`config.mk`:
```
export PLATFORM = sky130hd
export DESIGN_NAME = clk_div_sched_flat
export DESIGN_NICKNAME = d
export VERILOG_FILES = /design/src/rtl/clk_div_pkg.sv /design/src/rtl/clk_div_sched_if.sv /design/src/rtl/div_period_cnt.sv /design/src/rtl/clk_div_sched.sv /design/src/flat_wrapper.sv
export SDC_FILE = /design/constraint.sdc
export NUM_CORES = 1
export LEC_CHECK = 0
export ABC_AREA = 1
export BUFFER_PORTS_ARGS = -buffer_cell sky130_fd_sc_hd__clkbuf_2
export CAP_MARGIN = 20
export CORE_MARGIN = 2
export CORE_UTILIZATION = 55
export DETAILED_ROUTE_END_ITERATION = 16
export PLACE_DENSITY = 0.76
export SLEW_MARGIN = 10
export SYNTH_ARGS = -nofsm -noshare
export SYNTH_HDL_FRONTEND = slang
export SYNTH_SLANG_ARGS = --single-unit
```
`constraint.sdc`:
```
create_clock -name clk -period 5.5 [get_ports clk]
set_input_delay 0.275 -clock clk [delete_from_list [all_inputs] [get_ports clk]]
set_output_delay 0.275 -clock clk [all_outputs]
set_load 0.02 [all_outputs]
```
`src/rtl/clk_div_pkg.sv`:
```
`default_nettype none
// ============================================================================
//  Module      : clk_div_pkg
//  Description : Shared types and constants for the clk_div_sched divider
//                (scheduler state encoding, minimum legal divide ratio).
//  Revision    : 1.0 - initial release
// ============================================================================
package clk_div_pkg;

    // Scheduler states: held idle, counting, counting with a staged ratio
    typedef enum logic [1:0] {
        IDLE = 2'd0,
        RUN  = 2'd1,
        PEND = 2'd2
    } div_state_t;

    // Smallest ratio that still yields both a high and a low phase
    localparam int MIN_RATIO = 2;

endpackage : clk_div_pkg
`default_nettype wire

```
`src/rtl/clk_div_sched_if.sv`:
```
`default_nettype none
// ============================================================================
//  Module      : clk_div_sched_if
//  Description : Control / status bundle of the clk_div_sched divider:
//                run enable, ratio request handshake and divided outputs.
//                Optional macro CLK_DIV_PCNT_EN adds the 16-bit period
//                counter signal pcnt.
//  Revision    : 1.0 - initial release
// ============================================================================
interface clk_div_sched_if #(
    parameter int W = 8
);
    logic         en;
    logic         cfg_valid;
    logic [W-1:0] cfg_ratio;
    logic         cfg_ready;
    logic         cfg_err;
    logic         tick;
    logic         div_out;
    logic [W-1:0] cur_ratio;
    logic         pending;

`ifdef CLK_DIV_PCNT_EN
    logic [15:0]  pcnt;

    modport master (
        output en, cfg_valid, cfg_ratio,
        input  cfg_ready, cfg_err, tick, div_out, cur_ratio, pending, pcnt
    );

    modport slave (
        input  en, cfg_valid, cfg_ratio,
        output cfg_ready, cfg_err, tick, div_out, cur_ratio, pending, pcnt
    );
`else
    modport master (
        output en, cfg_valid, cfg_ratio,
        input  cfg_ready, cfg_err, tick, div_out, cur_ratio, pending
    );

    modport slave (
        input  en, cfg_valid, cfg_ratio,
        output cfg_ready, cfg_err, tick, div_out, cur_ratio, pending
    );
`endif

endinterface : clk_div_sched_if
`default_nettype wire

```
`src/rtl/div_period_cnt.sv`:
```
`default_nettype none
// ============================================================================
//  Module      : div_period_cnt
//  Description : Period counter of the divider. Counts 0..N-1 and produces
//                the registered tick (last cycle of a period) and div_out
//                (high for the first floor(N/2) cycles). Decodes are made on
//                the next counter value so each registered output matches
//                the counter of the same cycle.
//  Revision    : 1.0 - initial release
// ============================================================================
module div_period_cnt #(
    parameter int W = 8
) (
    input  wire         clk,
    input  wire         rst_n,
    input  wire         run_cur,    // counting in the current cycle
    input  wire         run_nxt,    // counting in the next cycle
    input  wire [W-1:0] ratio_nxt,  // ratio in force in the next cycle
    output logic        tick,
    output logic        div_out
);

    logic [W-1:0] cnt_q, cnt_d;
    logic         tick_q, tick_d;
    logic         div_q, div_d;

    // Next count and look-ahead decode of tick / div_out
    always_comb begin
        cnt_d = '0;
        // A period ends on tick, so tick_q doubles as the wrap condition;
        // a fresh start from idle also begins at zero.
        if (run_cur && run_nxt && !tick_q) begin
            cnt_d = cnt_q + W'(1);
        end
        tick_d = run_nxt && (cnt_d == (ratio_nxt - W'(1)));
        div_d  = run_nxt && (cnt_d < (ratio_nxt >> 1));
    end

    // Counter and output registers
    always_ff @(posedge clk or negedge rst_n) begin
        if (!rst_n) begin
            cnt_q  <= '0;
            tick_q <= 1'b0;
            div_q  <= 1'b0;
        end else begin
            cnt_q  <= cnt_d;
            tick_q <= tick_d;
            div_q  <= div_d;
        end
    end

    assign tick    = tick_q;
    assign div_out = div_q;

endmodule : div_period_cnt
`default_nettype wire

```
`src/rtl/clk_div_sched.sv`:
```
`default_nettype none
// ============================================================================
//  Module      : clk_div_sched
//  Description : Programmable divide-ratio scheduler. Generates a one-cycle
//                tick enable and a registered divided waveform, and accepts
//                ratio changes over a valid/ready handshake that take effect
//                only at period boundaries (no runt periods).
//                Optional macro CLK_DIV_PCNT_EN adds a 16-bit count of
//                completed periods (pcnt).
//  Revision    : 1.0 - initial release
// ============================================================================
module clk_div_sched
    import clk_div_pkg::*;
#(
    parameter int W         = 8,
    parameter int DEF_RATIO = 4
) (
    input  wire            clk,
    input  wire            rst_n,
    clk_div_sched_if.slave bus
);

    div_state_t   state_q, state_d;
    logic [W-1:0] cur_ratio_q, cur_ratio_d;
    logic [W-1:0] staged_q, staged_d;
    logic         cfg_err_q, cfg_err_d;

    logic         accept;
    logic         ratio_ok;
    logic         tick;
    logic         div_out;
    logic         run_cur;
    logic         run_nxt;

    assign accept   = bus.cfg_valid && (state_q != PEND);
    assign ratio_ok = (bus.cfg_ratio >= W'(MIN_RATIO));
    assign run_cur  = (state_q != IDLE);
    assign run_nxt  = (state_d != IDLE);

    // Next state, ratio scheduling and request error flag
    always_comb begin
        state_d     = state_q;
        cur_ratio_d = cur_ratio_q;
        staged_d    = staged_q;
        cfg_err_d   = accept && !ratio_ok;

        case (state_q)
            IDLE: begin
                if (accept && ratio_ok) begin
                    cur_ratio_d = bus.cfg_ratio;
                end
                if (bus.en) begin
                    state_d = RUN;
                end
            end
            RUN: begin
                if (!bus.en) begin
                    // Stopping: no period is running, so apply at once
                    state_d = IDLE;
                    if (accept && ratio_ok) begin
                        cur_ratio_d = bus.cfg_ratio;
                    end
                end else if (accept && ratio_ok) begin
                    if (tick) begin
                        // Request lands on the boundary: next period uses it
                        cur_ratio_d = bus.cfg_ratio;
                    end else begin
                        staged_d = bus.cfg_ratio;
                        state_d  = PEND;
                    end
                end
            end
            PEND: begin
                if (!bus.en) begin
                    cur_ratio_d = staged_q;
                    state_d     = IDLE;
                end else if (tick) begin
                    cur_ratio_d = staged_q;
                    state_d     = RUN;
                end
            end
            default: begin
                state_d = IDLE;
            end
        endcase
    end

    // Scheduler state, ratio and error registers
    always_ff @(posedge clk or negedge rst_n) begin
        if (!rst_n) begin
            state_q     <= IDLE;
            cur_ratio_q <= W'(DEF_RATIO);
            staged_q    <= W'(DEF_RATIO);
            cfg_err_q   <= 1'b0;
        end else begin
            state_q     <= state_d;
            cur_ratio_q <= cur_ratio_d;
            staged_q    <= staged_d;
            cfg_err_q   <= cfg_err_d;
        end
    end

    div_period_cnt #(
        .W(W)
    ) u_period_cnt (
        .clk       (clk),
        .rst_n     (rst_n),
        .run_cur   (run_cur),
        .run_nxt   (run_nxt),
        .ratio_nxt (cur_ratio_d),
        .tick      (tick),
        .div_out   (div_out)
    );

`ifdef CLK_DIV_PCNT_EN
    logic [15:0] pcnt_q, pcnt_d;

    // Completed-period count, cleared whenever the divider is idle
    always_comb begin
        pcnt_d = pcnt_q;
        if (!run_nxt) begin
            pcnt_d = '0;
        end else if (tick) begin
            pcnt_d = pcnt_q + 16'd1;
        end
    end

    // Period count register
    always_ff @(posedge clk or negedge rst_n) begin
        if (!rst_n) begin
            pcnt_q <= '0;
        end else begin
            pcnt_q <= pcnt_d;
        end
    end

    assign bus.pcnt = pcnt_q;
`endif

    assign bus.cfg_ready = (state_q != PEND);
    assign bus.pending   = (state_q == PEND);
    assign bus.cur_ratio = cur_ratio_q;
    assign bus.cfg_err   = cfg_err_q;
    assign bus.tick      = tick;
    assign bus.div_out   = div_out;

endmodule : clk_div_sched
`default_nettype wire

```
`src/flat_wrapper.sv`:
```
// flat-port wrapper written by rule: the top's interface ports become plain ports
module clk_div_sched_flat import clk_div_pkg::*;
#(
    parameter int W         = 8,
    parameter int DEF_RATIO = 4
)
  (clk, rst_n, bus_en, bus_cfg_valid, bus_cfg_ratio, bus_cfg_ready, bus_cfg_err, bus_tick, bus_div_out, bus_cur_ratio, bus_pending);
  clk_div_sched_if #(.W(W)) bus_i ();
  input  wire clk;
  input  wire rst_n;
  input wire logic [$bits(bus_i.en)-1:0] bus_en;
  input wire logic [$bits(bus_i.cfg_valid)-1:0] bus_cfg_valid;
  input wire logic [$bits(bus_i.cfg_ratio)-1:0] bus_cfg_ratio;
  output wire logic [$bits(bus_i.cfg_ready)-1:0] bus_cfg_ready;
  output wire logic [$bits(bus_i.cfg_err)-1:0] bus_cfg_err;
  output wire logic [$bits(bus_i.tick)-1:0] bus_tick;
  output wire logic [$bits(bus_i.div_out)-1:0] bus_div_out;
  output wire logic [$bits(bus_i.cur_ratio)-1:0] bus_cur_ratio;
  output wire logic [$bits(bus_i.pending)-1:0] bus_pending;
  assign bus_i.en = bus_en;
  assign bus_i.cfg_valid = bus_cfg_valid;
  assign bus_i.cfg_ratio = bus_cfg_ratio;
  assign bus_cfg_ready = bus_i.cfg_ready;
  assign bus_cfg_err = bus_i.cfg_err;
  assign bus_tick = bus_i.tick;
  assign bus_div_out = bus_i.div_out;
  assign bus_cur_ratio = bus_i.cur_ratio;
  assign bus_pending = bus_i.pending;
  clk_div_sched #(.W(W), .DEF_RATIO(DEF_RATIO)) u_core (.clk(clk), .rst_n(rst_n), .bus(bus_i));
endmodule
```
# == Word-level counts from Yosys, hierarchy flattened ==
# Index checks and enable logic that the tools add are counted.
# classes
n_addsub,2
n_reduce_logical,13
n_eq_ne,4
order_cmp,2
bitwise,1
n_mux,15
# op_table
op,count
two-way mux 8 bit,7
one-hot mux 8 bit (3 select lines),1
two-way mux 2 bit,6
adder 8 x 1 -> 8 bit (second input constant),1
== test 8 bit,1
>= comparator 8 x 2 -> 1 bit (second input constant),1
< comparator 8 x 7 -> 1 bit,1
subtractor 8 x 1 -> 8 bit (second input constant),1
logical AND 1 bit,7
one-hot mux 2 bit (3 select lines),1
AND reduction 4 bit,1
nonzero test 2 bit,2
== test 2 x 1 -> 1 bit (second input constant),1
== test 2 bit (second input constant),1
logical NOT 1 bit,2
logical NOT 2 bit,1
!= test 2 bit (second input constant),1
inverter 1 bit,1
# totals
output_inout_bits,13
input_bits,12
reg_bits,29
word_cells,44

# == Depth between registers and ports, before layout ==
# Gate-level depths: netlist of run 1.
# depth
depth_word,12
ltp_mapped,20
ltp_nobuf,20

# == Hierarchy ==
# From an unflattened synthesis of run 1, not the netlist that was laid out.
# unflattened
hier_cells,332
area_unflattened_um2,2329.7
# by_module_without_submodules
mod,cells_per_inst,area_per_inst_um2,seq_area_each_um2,n_inst
clk_div_sched,197,1387.6,478.0,1
div_period_cnt,135,942.2,250.2,1

# == Worst setup path before layout of run 1 ==
# Ideal clock, no wire load.
# synth_timing
kind,flip-flop to flip-flop
start,"register u_core.u_period_cnt.tick_q, in the netlist u_core.u_period_cnt.tick"
end,"register u_core.u_period_cnt.tick_q, in the netlist u_core.u_period_cnt.tick"
required_time_ps,5429
path_buffers,0
arrival_time_ps,2276
setup_slack_ps,3153
setup_ps,71
period_less_slack_ps,2347
stages_incl_launch_ff,20
path_cell_list,dfrtp_1 inv_2 nand2_1 nand2_1 o21ai_0 nand2_2 o21ai_2 nand2_2 nand2_4 inv_4 ha_1 inv_1 o21ai_0 a21oi_1 nand3_1 nor2_1 nand2_1 nor2_1 nand3_1 nor2_1
# synth_between
word_cells_on_any_way,20
classes_between,add/sub: 1; eq/ne: 1; mux: 13; reduce/logical: 5
# synth_lines
element,line_no,text
from (decl),div_period_cnt.sv:24,"logic tick_q, tick_d;"
from (signal assigned),div_period_cnt.sv:47,tick_q <= tick_d;
two-way mux 8 bit,clk_div_sched.sv:64,if (tick) begin
two-way mux 8 bit,clk_div_sched.sv:63,end else if (accept && ratio_ok) begin
two-way mux 8 bit,clk_div_sched.sv:57,if (!bus.en) begin
one-hot mux 8 bit (3 select lines) (*),clk_div_sched.sv:47,case (state_q)
via u_core.cur_ratio_d[0],clk_div_sched.sv:24,"logic [W-1:0] cur_ratio_q, cur_ratio_d;"
subtractor 8 x 1 -> 8 bit (*),div_period_cnt.sv:35,tick_d = run_nxt && (cnt_d == (ratio_nxt - W'(1)));
== test 8 bit (*),div_period_cnt.sv:35,
logical AND 1 bit (*),div_period_cnt.sv:35,
via u_core.u_period_cnt.tick_d,div_period_cnt.sv:24,
# The timed path passes the listed nets; every way through them passes the cells marked *.
# A chain may end at the register's enable or synchronous reset.

# == Worst setup path in the final report of run 1 ==
# layout_timing
start,register u_core.state_q[1]
end,"register u_core.u_period_cnt.tick_q, in the netlist u_core.u_period_cnt.tick"
# layout_between
word_cells_on_any_way,25
classes_between,add/sub: 1; eq/ne: 4; mux: 12; reduce/logical: 8
# layout_lines
element,line_no,text
from (decl),clk_div_sched.sv:23,"div_state_t state_q, state_d;"
from (signal assigned),clk_div_sched.sv:96,state_q <= state_d;
!= test 2 bit,clk_div_sched.sv:35,assign accept = bus.cfg_valid && (state_q != PEND);
logical AND 1 bit,clk_div_sched.sv:35,
logical AND 1 bit,"clk_div_sched.sv:49, clk_div_sched.sv:60, clk_div_sched.sv:63",
two-way mux 8 bit (on tied branches),"clk_div_sched.sv:49, clk_div_sched.sv:60, clk_div_sched.sv:63",
two-way mux 8 bit,clk_div_sched.sv:57,
one-hot mux 8 bit (3 select lines) (*),clk_div_sched.sv:47,
via u_core.cur_ratio_d[0],clk_div_sched.sv:24,
subtractor 8 x 1 -> 8 bit (*),div_period_cnt.sv:35,
== test 8 bit (*),div_period_cnt.sv:35,
logical AND 1 bit (*),div_period_cnt.sv:35,
via u_core.u_period_cnt.tick_d,div_period_cnt.sv:24,
# Marks and branches as above.

==> results.yml, run 1 <==
status:
  status: "complete, no violations"
pwr:
  power.total_uw: 889
  p_leak_nw: 1.30
  p_per_area_nw_per_um2: 368
  ir_drop_v: 0.000209
sta:
  rsz0062_at_grt: "false"
  timing.hold.ws_ns: 0.0393
  final_max_slew_viol_count: 0
  fin_crit_ns: 2.73
  setup_violations: 0
  clock_skew_ns: 0.00565
  worst_pin_slew_ns: 0.740
  maxSlewHeadroom_pct: 50.6
  fin_setup_tns_ns: 0
  fin_crit_sh_pct: 49.6
  hold_viol: 0
  clock.fmax_mhz: 366
  setup_ws_ns: 2.77
routing:
  routed_wl_um: 4950
  wl_per_cell_um: 13.2
  drc: 0
  vias: 1986
  ant_nets: 0
  drt_iter0_drc: 112
  drt_first_pass_iters: 4
  routed_via_density: 5.30
final_layout:
  final-seq-area_sq_um: 728
  fillerInstances: 363
  multi_input_area_sq_um: 1240
  diodes: 0
  drive_gt1_share_pct: 23.9
  area_growth_pct: 10.6
  nets: 345
  final_util_pct: 64.4
  fin_area_sq_um: 2410
  fin_cells: 375
setup_path:
  end_kind: "flop"
  cpPeakStageDelay_ns: 0.51
  cp.required_ns: 5.72
  reg2reg_slack_ns: 2.77
  slowest_stage: "dfrtp_1"
  worst_setup_path_start_kind: "flop"
  arrival_ns: 2.95
  worst-path-max-fanout: 9
  crit_chain: "inv_2 > nand3_1 > o21ai_0 > nand2_2 > o21ai_2 > nand2_2 > nand2_4 > inv_4 > ha_1 > inv_1 > o21ai_0 > a21oi_1 > nand3_1 > nor2_1 > nand2_1 > nor2_1 > nand3_1 > nor2_1"
  worstSetupPathType: "reg2reg"
global_routing:
  track_usage_pct: 26.3
  grt_pass1_vias: 1930
  grt_max_degree: 30
  antenna_found_initial: 0
  overflow: 0
  grt_pass1_wl_um: 8870
yosys:
  syn-num-nets: 318
  synth_simple_gate_area_share_pct: 37.1
  yosys_warnings: 0
  synth_area_sq_um: 2180
  synthCells: 299
  syn_area_per_cell_sq_um: 7.30
  synth_top_family_by_area: "simple AND/OR/NAND/NOR gates"
  synth-seq-area-share_pct: 33.4
  synthAdderAreaFrac_pct: 4.01
  synth_compound_area_share_pct: 12.7
  ys_seq_elements: 29
  synth.mux.area_fraction_pct: 2.06
  synth.distinct_cells: 36
  synth_xor_area_share_pct: 1.03
flow_run:
  drv_cap: 0
cts:
  cts_buffer_depth: 2
  clk_pin_slew_ns: 0.06
  hold_buffers: 0
  cts_tree: "done"
  cts_buffers: 5
  insertion_delay_ns: 0.29
  cts.sinks: 29
  ctsResizeCount: 0
  h-tree-depth: 2
  root_buffer: "clkbuf_8"
  post_cts_buffers: 0
placed_design:
  place_hpwl_um: 3740
  place_inst: 367
  dpl_cell_area_sq_um: 2330
  gp_congestion: 0.908
  post-place-ws_ns: 2.84
  numPortBuffers: 24
floorplan:
  ios: 25
  fp.dieW_um: 67.0
  fp.coreArea_sq_um: 3740
  die_h_um: 67.0
  dieArea_sq_um: 4490
  initial_core_util_pct: 58.3
  num_rows: 22
worst_hold_path:
  min_path_type: "in2async"
-- Yosys cell counts --
master,number,area share (%)
nand3_2,1,0.46
a21oi_2,3,1.2
o21bai_1,1,0.34
dfstp_2,2,2.4
nand2_4,9,4.6
a21o_1,1,0.34
nand4_1,2,0.57
a211o_1,1,0.40
inv_2,6,1.0
nand3_1,31,7.1
nor2_4,4,2.1
inv_1,38,6.5
dfrtp_1,27,31
o21ai_2,2,0.80
nand2_2,10,2.9
o21bai_4,1,0.86
a21oi_1,7,1.6
nand2_1,79,14
o21ai_0,14,3.2
nor2_1,24,4.1
ha_1,7,4.0
a21boi_0,2,0.69
clkbuf_1,1,0.17
o21ai_1,5,1.1
xnor3_1,1,1.0
a32oi_1,2,0.80
buf_6,1,0.52
nor2_2,1,0.29
clkinv_2,1,0.23
nor3_1,4,0.92
buf_4,2,0.69
a21boi_2,1,0.52
inv_4,2,0.57
mux2_2,4,2.1
nor3_2,1,0.46
a21oi_4,1,0.75
-- worst paths after layout --
path                                    start                           end  cells after the start
setup / recovery            u_core.state_q[1]      u_core.u_period_cnt.tick                     18
setup reg to reg            u_core.state_q[1]      u_core.u_period_cnt.tick                     18
hold reg to reg            u_core.staged_q[0]            u_core.staged_q[0]                      2
max in group asynchronous               rst_n  u_core.u_period_cnt.cnt_q[7]                      1
min in group clk                bus_cfg_valid            u_core.bus.cfg_err                      3
hold / removal                          rst_n            u_core.bus.cfg_err                      1
-- state kept, by name (all words and copies together), names as in the netlist --
name and flops:
u_core.bus.cur_ratio 8, u_core.staged_q 8, u_core.u_period_cnt.cnt_q 8, u_core.state_q 2
u_core.bus.cfg_err 1, u_core.u_period_cnt.div_out 1, u_core.u_period_cnt.tick 1
-- metal layers --
layer	routed length, um	up-vias	global-route usage (%)
met5	0	-	0
met4	68	0	8.16
met3	296	8	5.74
met1	2370	904	35.9
met2	2210	60	41.5
li1	-	1014	-
-- worst max-delay path, delay by kind of cell, from the launching register on --
kind / cells / cell delay (ns)
AOI/OAI and AO/OA: 4 / 0.54
adders and majority gates: 1 / 0.29
buffers and inverters: 3 / 0.32
DFF: 1 / 0.51
and+or+nand+nor: 10 / 1.01
-- cell usage in the layout, fill, tap and decap left out, drive strengths merged --
master and n:
nand2 98, inv 46, nand3 32, clkbuf 32
nor2 29, dfrtp 27, o21ai 21, a21oi 11
ha 7, nor3 5, mux2 4, a21boi 3
a32oi 2, nand4 2, dfstp 2, o21bai 2
a21o 1, a211o 1, clkinv 1, xnor3 1
-- area by class of cell --
type	instances	share of cell area (%)
multi-input cells	219	51.5
clock buffers	8	3.32
inverters	47	7.57
well taps	48	2.49
flip-flops and latches	29	30.2
repair buffers	24	4.98
-- logic make-up (layout without fill, tap and decap cells) --
| logic type | Yosys count | in the layout |
|---|---|---|
| adders and majority gates | 7 | 7 |
| buffers and inverters | 51 | 79 |
| muxes | 4 | 4 |
| AOI/OAI and AO/OA | 41 | 41 |
| DFF | 29 | 29 |
| xor gates and xnor gates | 1 | 1 |
| and+or+nand+nor | 166 | 166 |
-- power by group --
part / total [mW] / internal (mW) / leakage (nW) / switching, mW
clock network: 0.172 / 0.0897 / 0.0395 / 0.0822
logic: 0.400 / 0.141 / 0.897 / 0.259
registers: 0.317 / 0.273 / 0.367 / 0.0445
total: 0.889 / 0.503 / 1.30 / 0.386
No activity file was read; power rests on OpenSTA's default activity.
==> run 2, diff against run 1 <==
==> constraint.sdc (replaced) <==
create_clock -name clk -period 2.6 [get_ports clk]
set_input_delay 0.13 -clock clk [delete_from_list [all_inputs] [get_ports clk]]
set_output_delay 0.13 -clock clk [all_outputs]
set_load 0.02 [all_outputs]
==> results.yml, run 2 (synthesis results as in run 1) <==
status:
  status: "complete, no violations"
cts:
  root_buffer: "clkbuf_8"
  cts_buffers: 5
  cts.sinks: 29
  clk_pin_slew_ns: 0.07
  cts_buffer_depth: 2
  cts_tree: "done"
  h-tree-depth: 2
  insertion_delay_ns: 0.29
sta:
  clock.fmax_mhz: 409
  setup_violations: 0
  maxSlewHeadroom_pct: 49.4
  rsz0062_at_grt: "false"
  worst_pin_slew_ns: 0.759
  clock_skew_ns: 0.00555
  hold_viol: 0
  final_max_slew_viol_count: 0
  fin_crit_sh_pct: 94.1
  fin_setup_tns_ns: 0
  fin_crit_ns: 2.45
flow_run:
  drv_cap: 0
setup_path:
  worstSetupPathType: "reg2reg"
  crit_chain: "inv_4 > nand2_4 > nand2_4 > nor2_4 > buf_4 > buf_4 > nand2_2 > nand3_1 > nor2_1 > nor2_4 > ha_1 > a21o_1 > a211o_1 > nor3_1"
  r2r_start: "u_core.state_q[0]"
  end_kind: "flop"
  cp.required_ns: 2.80
  crit_path_start: "u_core.state_q[0]"
  worst-path-max-fanout: 5
  arrival_ns: 2.65
  worst_setup_path_start_kind: "flop"
  slowest_stage: "dfrtp_2"
  cpPeakStageDelay_ns: 0.45
final_layout:
  layout_commonest_cell: "nand2_1"
  fillerInstances: 312
  multi_input_area_sq_um: 1290
  nets: 371
  diodes: 0
  final-seq-area_sq_um: 732
  area_growth_pct: 22.9
  final_cell_mix: "79 x nand2_1, 37 x inv_1, 30 x nand3_1"
  drive_gt1_share_pct: 32.9
pwr:
  power.total_mw: 2.07
  p_leak_nw: 1.45
  ir_drop_v: 0.000518
  p_per_area_nw_per_um2: 773
floorplan:
  fp.dieW_um: 67.0
  ios: 25
  initial_core_util_pct: 58.3
  fp.coreArea_sq_um: 3740
  num_rows: 22
  dieArea_sq_um: 4490
  die_h_um: 67.0
routing:
  ant_nets: 0
  vias: 2144
  drt_iter0_drc: 183
  routed_wl_um: 5610
  routed_via_density: 5.35
  drc: 0
  drt_first_pass_iters: 4
  wl_per_cell_um: 14.0
placed_design:
  gp_congestion: 0.937
  numPortBuffers: 24
  place_hpwl_um: 4000
global_routing:
  grt_pass1_wl_um: 9200
  grt_max_degree: 30
  grt_pass1_vias: 2031
  overflow: 0
  track_usage_pct: 27.7
  antenna_found_initial: 0
worst_hold_path:
  min_path_type: "in2reg"
  hp-start: "bus_cfg_ratio[7]"
==> run 2: cell types whose count changed in the layout (fill, tap and decap cells not counted), moves of 2 or more <==
cell	previous run	this run
buf_4	0	23
clkbuf_1	3	0
dfrtp_1	27	24
dfrtp_2	0	3
o21ai_0	14	11
o21ai_1	5	8
a21oi_1	7	5
a21oi_2	3	5
clkbuf_8	5	7
nor2_2	1	3
==> run 2: final timing paths <==
path / endpoint / cells after the start / slack (ns)
min in group asynchronous: u_core.bus.cur_ratio[6] / 2 / 0.44
max reg2reg: u_core.u_period_cnt.div_out / 14 / 0.15
min: u_core.staged_q[7] / 2 / 0.11
min reg2reg: u_core.staged_q[2] / 2 / 0.50
max: u_core.u_period_cnt.div_out / 14 / 0.15
max in group asynchronous: u_core.state_q[0] / 2 / 1.64
==> run 2: layout make-up <==
| type | instances | area share (%) |
|---|---|---|
| Multi-Input combinational cell | 220 | 48.0 |
| Sequential cell | 29 | 27.3 |
| Timing Repair Buffer | 49 | 11.5 |
| Inverter | 47 | 7.19 |
| Clock buffer | 7 | 3.59 |
| Tap cell | 48 | 2.24 |
| Clock inverter | 1 | 0.187 |
==> run 2: per-layer routing <==
layer / up-vias / track usage, % / part of all wire, %
met4: 0 / 10.7 / 1.4
li1: 1058 / - / -
met3: 7 / 5.24 / 6.2
met2: 63 / 44.6 / 47
met1: 1016 / 36.6 / 46
met5: - / 0 / 0
==> run 2: critical path, delay by kind of cell (launching register included) <==
| kind | cells | cell delay [ns] |
|---|---|---|
| AOI/OAI and AO/OA | 2 | 0.46 |
| adders and majority gates | 1 | 0.28 |
| buffers and inverters | 3 | 0.38 |
| DFF | 1 | 0.45 |
| and+or+nand+nor | 8 | 0.78 |
==> run 2: timing repair <==
item                                    CTS  global route
gates resized for setup                   0            18
hold buffers                              1             0
endpoints found under the setup margin    0             2
setup buffers                             0            17
endpoints found under the hold margin    27             0
==> run 2: report_power, final <==
| group | total [mW] | switching, mW | internal, mW |
|---|---|---|---|
| combinational | 0.971 | 0.596 | 0.375 |
| clock | 0.428 | 0.189 | 0.239 |
| sequential | 0.674 | 0.0961 | 0.578 |
| total | 2.07 | 0.881 | 1.19 |
==> run 2: per-stage QoR <==
stage	instance area [sq um]	utilization [%]	cells	hold WS, ns	setup WS (ns)
after floorplan	2180	-	299	-0.166	0.253
after global placement	2380	63.7	374	0.228	0.110
after detailed placement	2380	63.7	374	0.233	0.0734
after CTS	2500	66.7	383	0.0946	0.0357
after global routing	2680	71.6	401	0.119	0.00687
final	2680	71.6	401	0.113	0.154
==> run 3, diff against run 2 <==
--- a/config.mk
+++ b/config.mk
@@ -5,7 +5,6 @@
 export SDC_FILE = /design/constraint.sdc
 export NUM_CORES = 1
 export LEC_CHECK = 0
-export ABC_AREA = 1
 export BUFFER_PORTS_ARGS = -buffer_cell sky130_fd_sc_hd__clkbuf_2
 export CAP_MARGIN = 20
 export CORE_MARGIN = 2
==> results.yml, run 3 <==
routing:
  vias: 1816
  drt_first_pass_iters: 4
  drc: 0
  ant_nets: 0
  wl_per_cell_um: 15.7
  drt_iter0_drc: 174
  routed_wl_um: 5010
  routed_via_density: 5.69
setup_path:
  crit_chain: "nand3b_1 > o211a_4 > mux2i_1 > mux2_4 > ha_4 > o311ai_4 > xnor3_1 > and4_1 > o31ai_2 > a2111oi_2"
  arrival_ns: 2.68
  worst_setup_path_start_kind: "flop"
  end_kind: "flop"
  worst-path-max-fanout: 7
  rr_endpoint: "u_core.u_period_cnt.tick"
  worstSetupPathType: "reg2reg"
  slowest_stage: "dfrtp_2"
  cp.required_ns: 2.76
  cpPeakStageDelay_ns: 0.45
  reg2reg_depth: 10
  reg2reg_slack_ns: 0.08
  r2r_start: "u_core.u_period_cnt.tick"
pwr:
  p_clk_share_pct: 21.2
  p_switching_uw: 619
  ir_drop_v: 0.000553
  combPwrFrac_pct: 42.8
  internal_power_mw: 1.06
  pwr-share-seq_pct: 36.0
  p_leak_nw: 1.19
  p_per_area_nw_per_um2: 652
  switching_share_pct: 36.8
  power.total_mw: 1.68
sta:
  hold_viol: 0
  worst_pin_slew_ns: 0.734
  clock.fmax_mhz: 397
  clock_skew_ns: 0.00996
  fin_crit_sh_pct: 97.0
  setup_violations: 0
  final_max_slew_viol_count: 0
  fin_crit_ns: 2.52
  rsz0062_at_grt: "true"
  setup_ws_ns: 0.0784
  maxSlewHeadroom_pct: 51.1
  timing.hold.ws_ns: 0.108
placed_design:
  numPortBuffers: 24
  post-place-ws_ns: -0.0896
  place_inst: 306
  place_hpwl_um: 3710
  gp_congestion: 0.920
worst_hold_path:
  min_path_type: "in2reg"
  hp-start: "bus_cfg_ratio[0]"
  holdPathStages: 2
  min_to: "u_core.staged_q[0]"
floorplan:
  fp.coreArea_sq_um: 3630
  die_h_um: 65.3
  num_rows: 22
  initial_core_util_pct: 56.9
  ios: 25
  dieArea_sq_um: 4260
  fp.dieW_um: 65.3
yosys:
  async_reset_ff_share_pct: 100
  ys_seq_elements: 29
  syn_area_per_cell_sq_um: 9.66
  yosys_warnings: 0
  synth_most_common_cell: "dfrtp_1"
  synth_flop_cell: "dfrtp_1"
  synthDominantAreaCellType: "dfrtp_1"
  synth_common_cells: "27 x dfrtp_1, 15 x inv_1, 15 x nor2_1"
  synth.area.top_cells: "dfrtp_1 33%, mux2_2 4.9%, ha_1 4.2%, a21oi_1 3.4%, xnor2_1 3.4%"
  synth_top_cell_area_share_pct: 32.7
  synth_area_sq_um: 2070
  syn-num-nets: 233
  synth_edf_count: 0
  synth.distinct_cells: 67
  synth-seq-area-share_pct: 35.2
  synthCells: 214
flow_run:
  drv_cap: 0
global_routing:
  grtUsageMet2_pct: 40.1
  gr-max-usage-layer: "met2"
  grt_pass1_vias: 1765
  overflow: 0
  grt_max_degree: 30
  grt_pass1_wl_um: 8290
  track_usage_pct: 25.8
  met3_usage_pct: 5.14
  antenna_found_initial: 0
  grt_util_met1_pct: 35.4
cts:
  cts_buffers: 5
  root_buffer: "clkbuf_8"
  cts_buffer_depth: 2
  cts.sinks: 29
  insertion_delay_ns: 0.29
  clk_pin_slew_ns: 0.07
  h-tree-depth: 2
  cts_tree: "done"
status:
  status: "complete, no violations"
final_layout:
  final_cell_mix: "31 x buf_4, 25 x dfrtp_1, 24 x clkbuf_2"
  diodes: 0
  area_growth_pct: 24.9
  layout_commonest_cell: "buf_4"
  nets: 289
  drive_gt1_share_pct: 40.6
  fin_cells: 319
==> run 3: cell count changes in the layout (fill, tap and decap cells not counted), moves of 5 or more <==
cell / delta
mux2_2: +5
nand2_4: -10
nand2_2: -8
nor2_1: -8
inv_1: -22
buf_4: +8
nand3_1: -25
xor2_1: +6
xnor2_1: +8
o21ai_1: -6
nand2_1: -66
a21oi_1: +8
==> run 3: area by class of cell <==
class                      count  area, sq um
tap                           48         60.1
fill                         281         1050
sequential                    29          731
clock inverter                 2         10.0
clock buffer                   6         72.6
timing repair buffer          56          363
inverter                      18         71.3
multi-input combinational    160         1270
==> run 3: power groups by stage <==
| stage | logic (mW) | clock network [mW] | registers (mW) |
|---|---|---|---|
| after floorplan | 0.423 | 0 | 0.637 |
| after detailed placement | 0.656 | 0 | 0.611 |
| after global routing | 0.786 | 0.390 | 0.618 |
| after CTS | 0.664 | 0.371 | 0.603 |
| after global placement | 0.645 | 0 | 0.607 |
| final | 0.720 | 0.357 | 0.605 |
==> run 3: how the worst max path moves through the flow <==
stage                                        start                       end  slack, ns
after floorplan                   bus_cfg_ratio[4]  u_core.u_period_cnt.tick      0.008
after global placement            bus_cfg_ratio[4]  u_core.u_period_cnt.tick      -0.02
after detailed placement          bus_cfg_ratio[4]  u_core.u_period_cnt.tick      -0.09
after CTS                 u_core.u_period_cnt.tick  u_core.u_period_cnt.tick      0.005
after global routing             u_core.state_q[0]  u_core.u_period_cnt.tick      -0.03
final                     u_core.u_period_cnt.tick  u_core.u_period_cnt.tick       0.08
==> run 3: worst max-delay path: cells and delay by family (launching register included) <==
family,cells,cell delay [ns]
flops,1,0.45
mux,2,0.41
compound gates,4,0.61
fa+ha+maj,1,0.17
simple gates,2,0.49
xor+xnor,1,0.26
==> run 3: cell families after synthesis <==
group	Yosys count	synth area share, %
xor+xnor	15	7.02
compound gates	51	18.8
buf+inv	25	5.81
flops	29	35.2
simple gates	75	22.3
mux	12	6.60
fa+ha+maj	7	4.24
==> run 3: repair_timing <==
action	4_1_cts	5_1_grt
hold endpoints to repair	27	0
hold buffers	1	0
gates resized for setup	0	12
setup buffers	0	4
endpoints found under the setup margin	0	1
==> run 3: layer usage <==
| metal | vias up | share of wire [%] |
|---|---|---|
| met2 | 73 | 48 |
| met5 | - | 0 |
| met4 | 0 | 0.92 |
| li1 | 892 | - |
| met3 | 4 | 6.4 |
| met1 | 847 | 45 |
==> run 3: per-stage QoR <==
stage	area (sq um)	util (%)	TNS (ns)
after global placement	2410	66.3	-0.0178
after global routing	2580	71.0	-0.0333
after floorplan	2080	-	0
after detailed placement	2410	66.3	-0.0896
final	2580	71.0	0
after CTS	2500	68.9	0
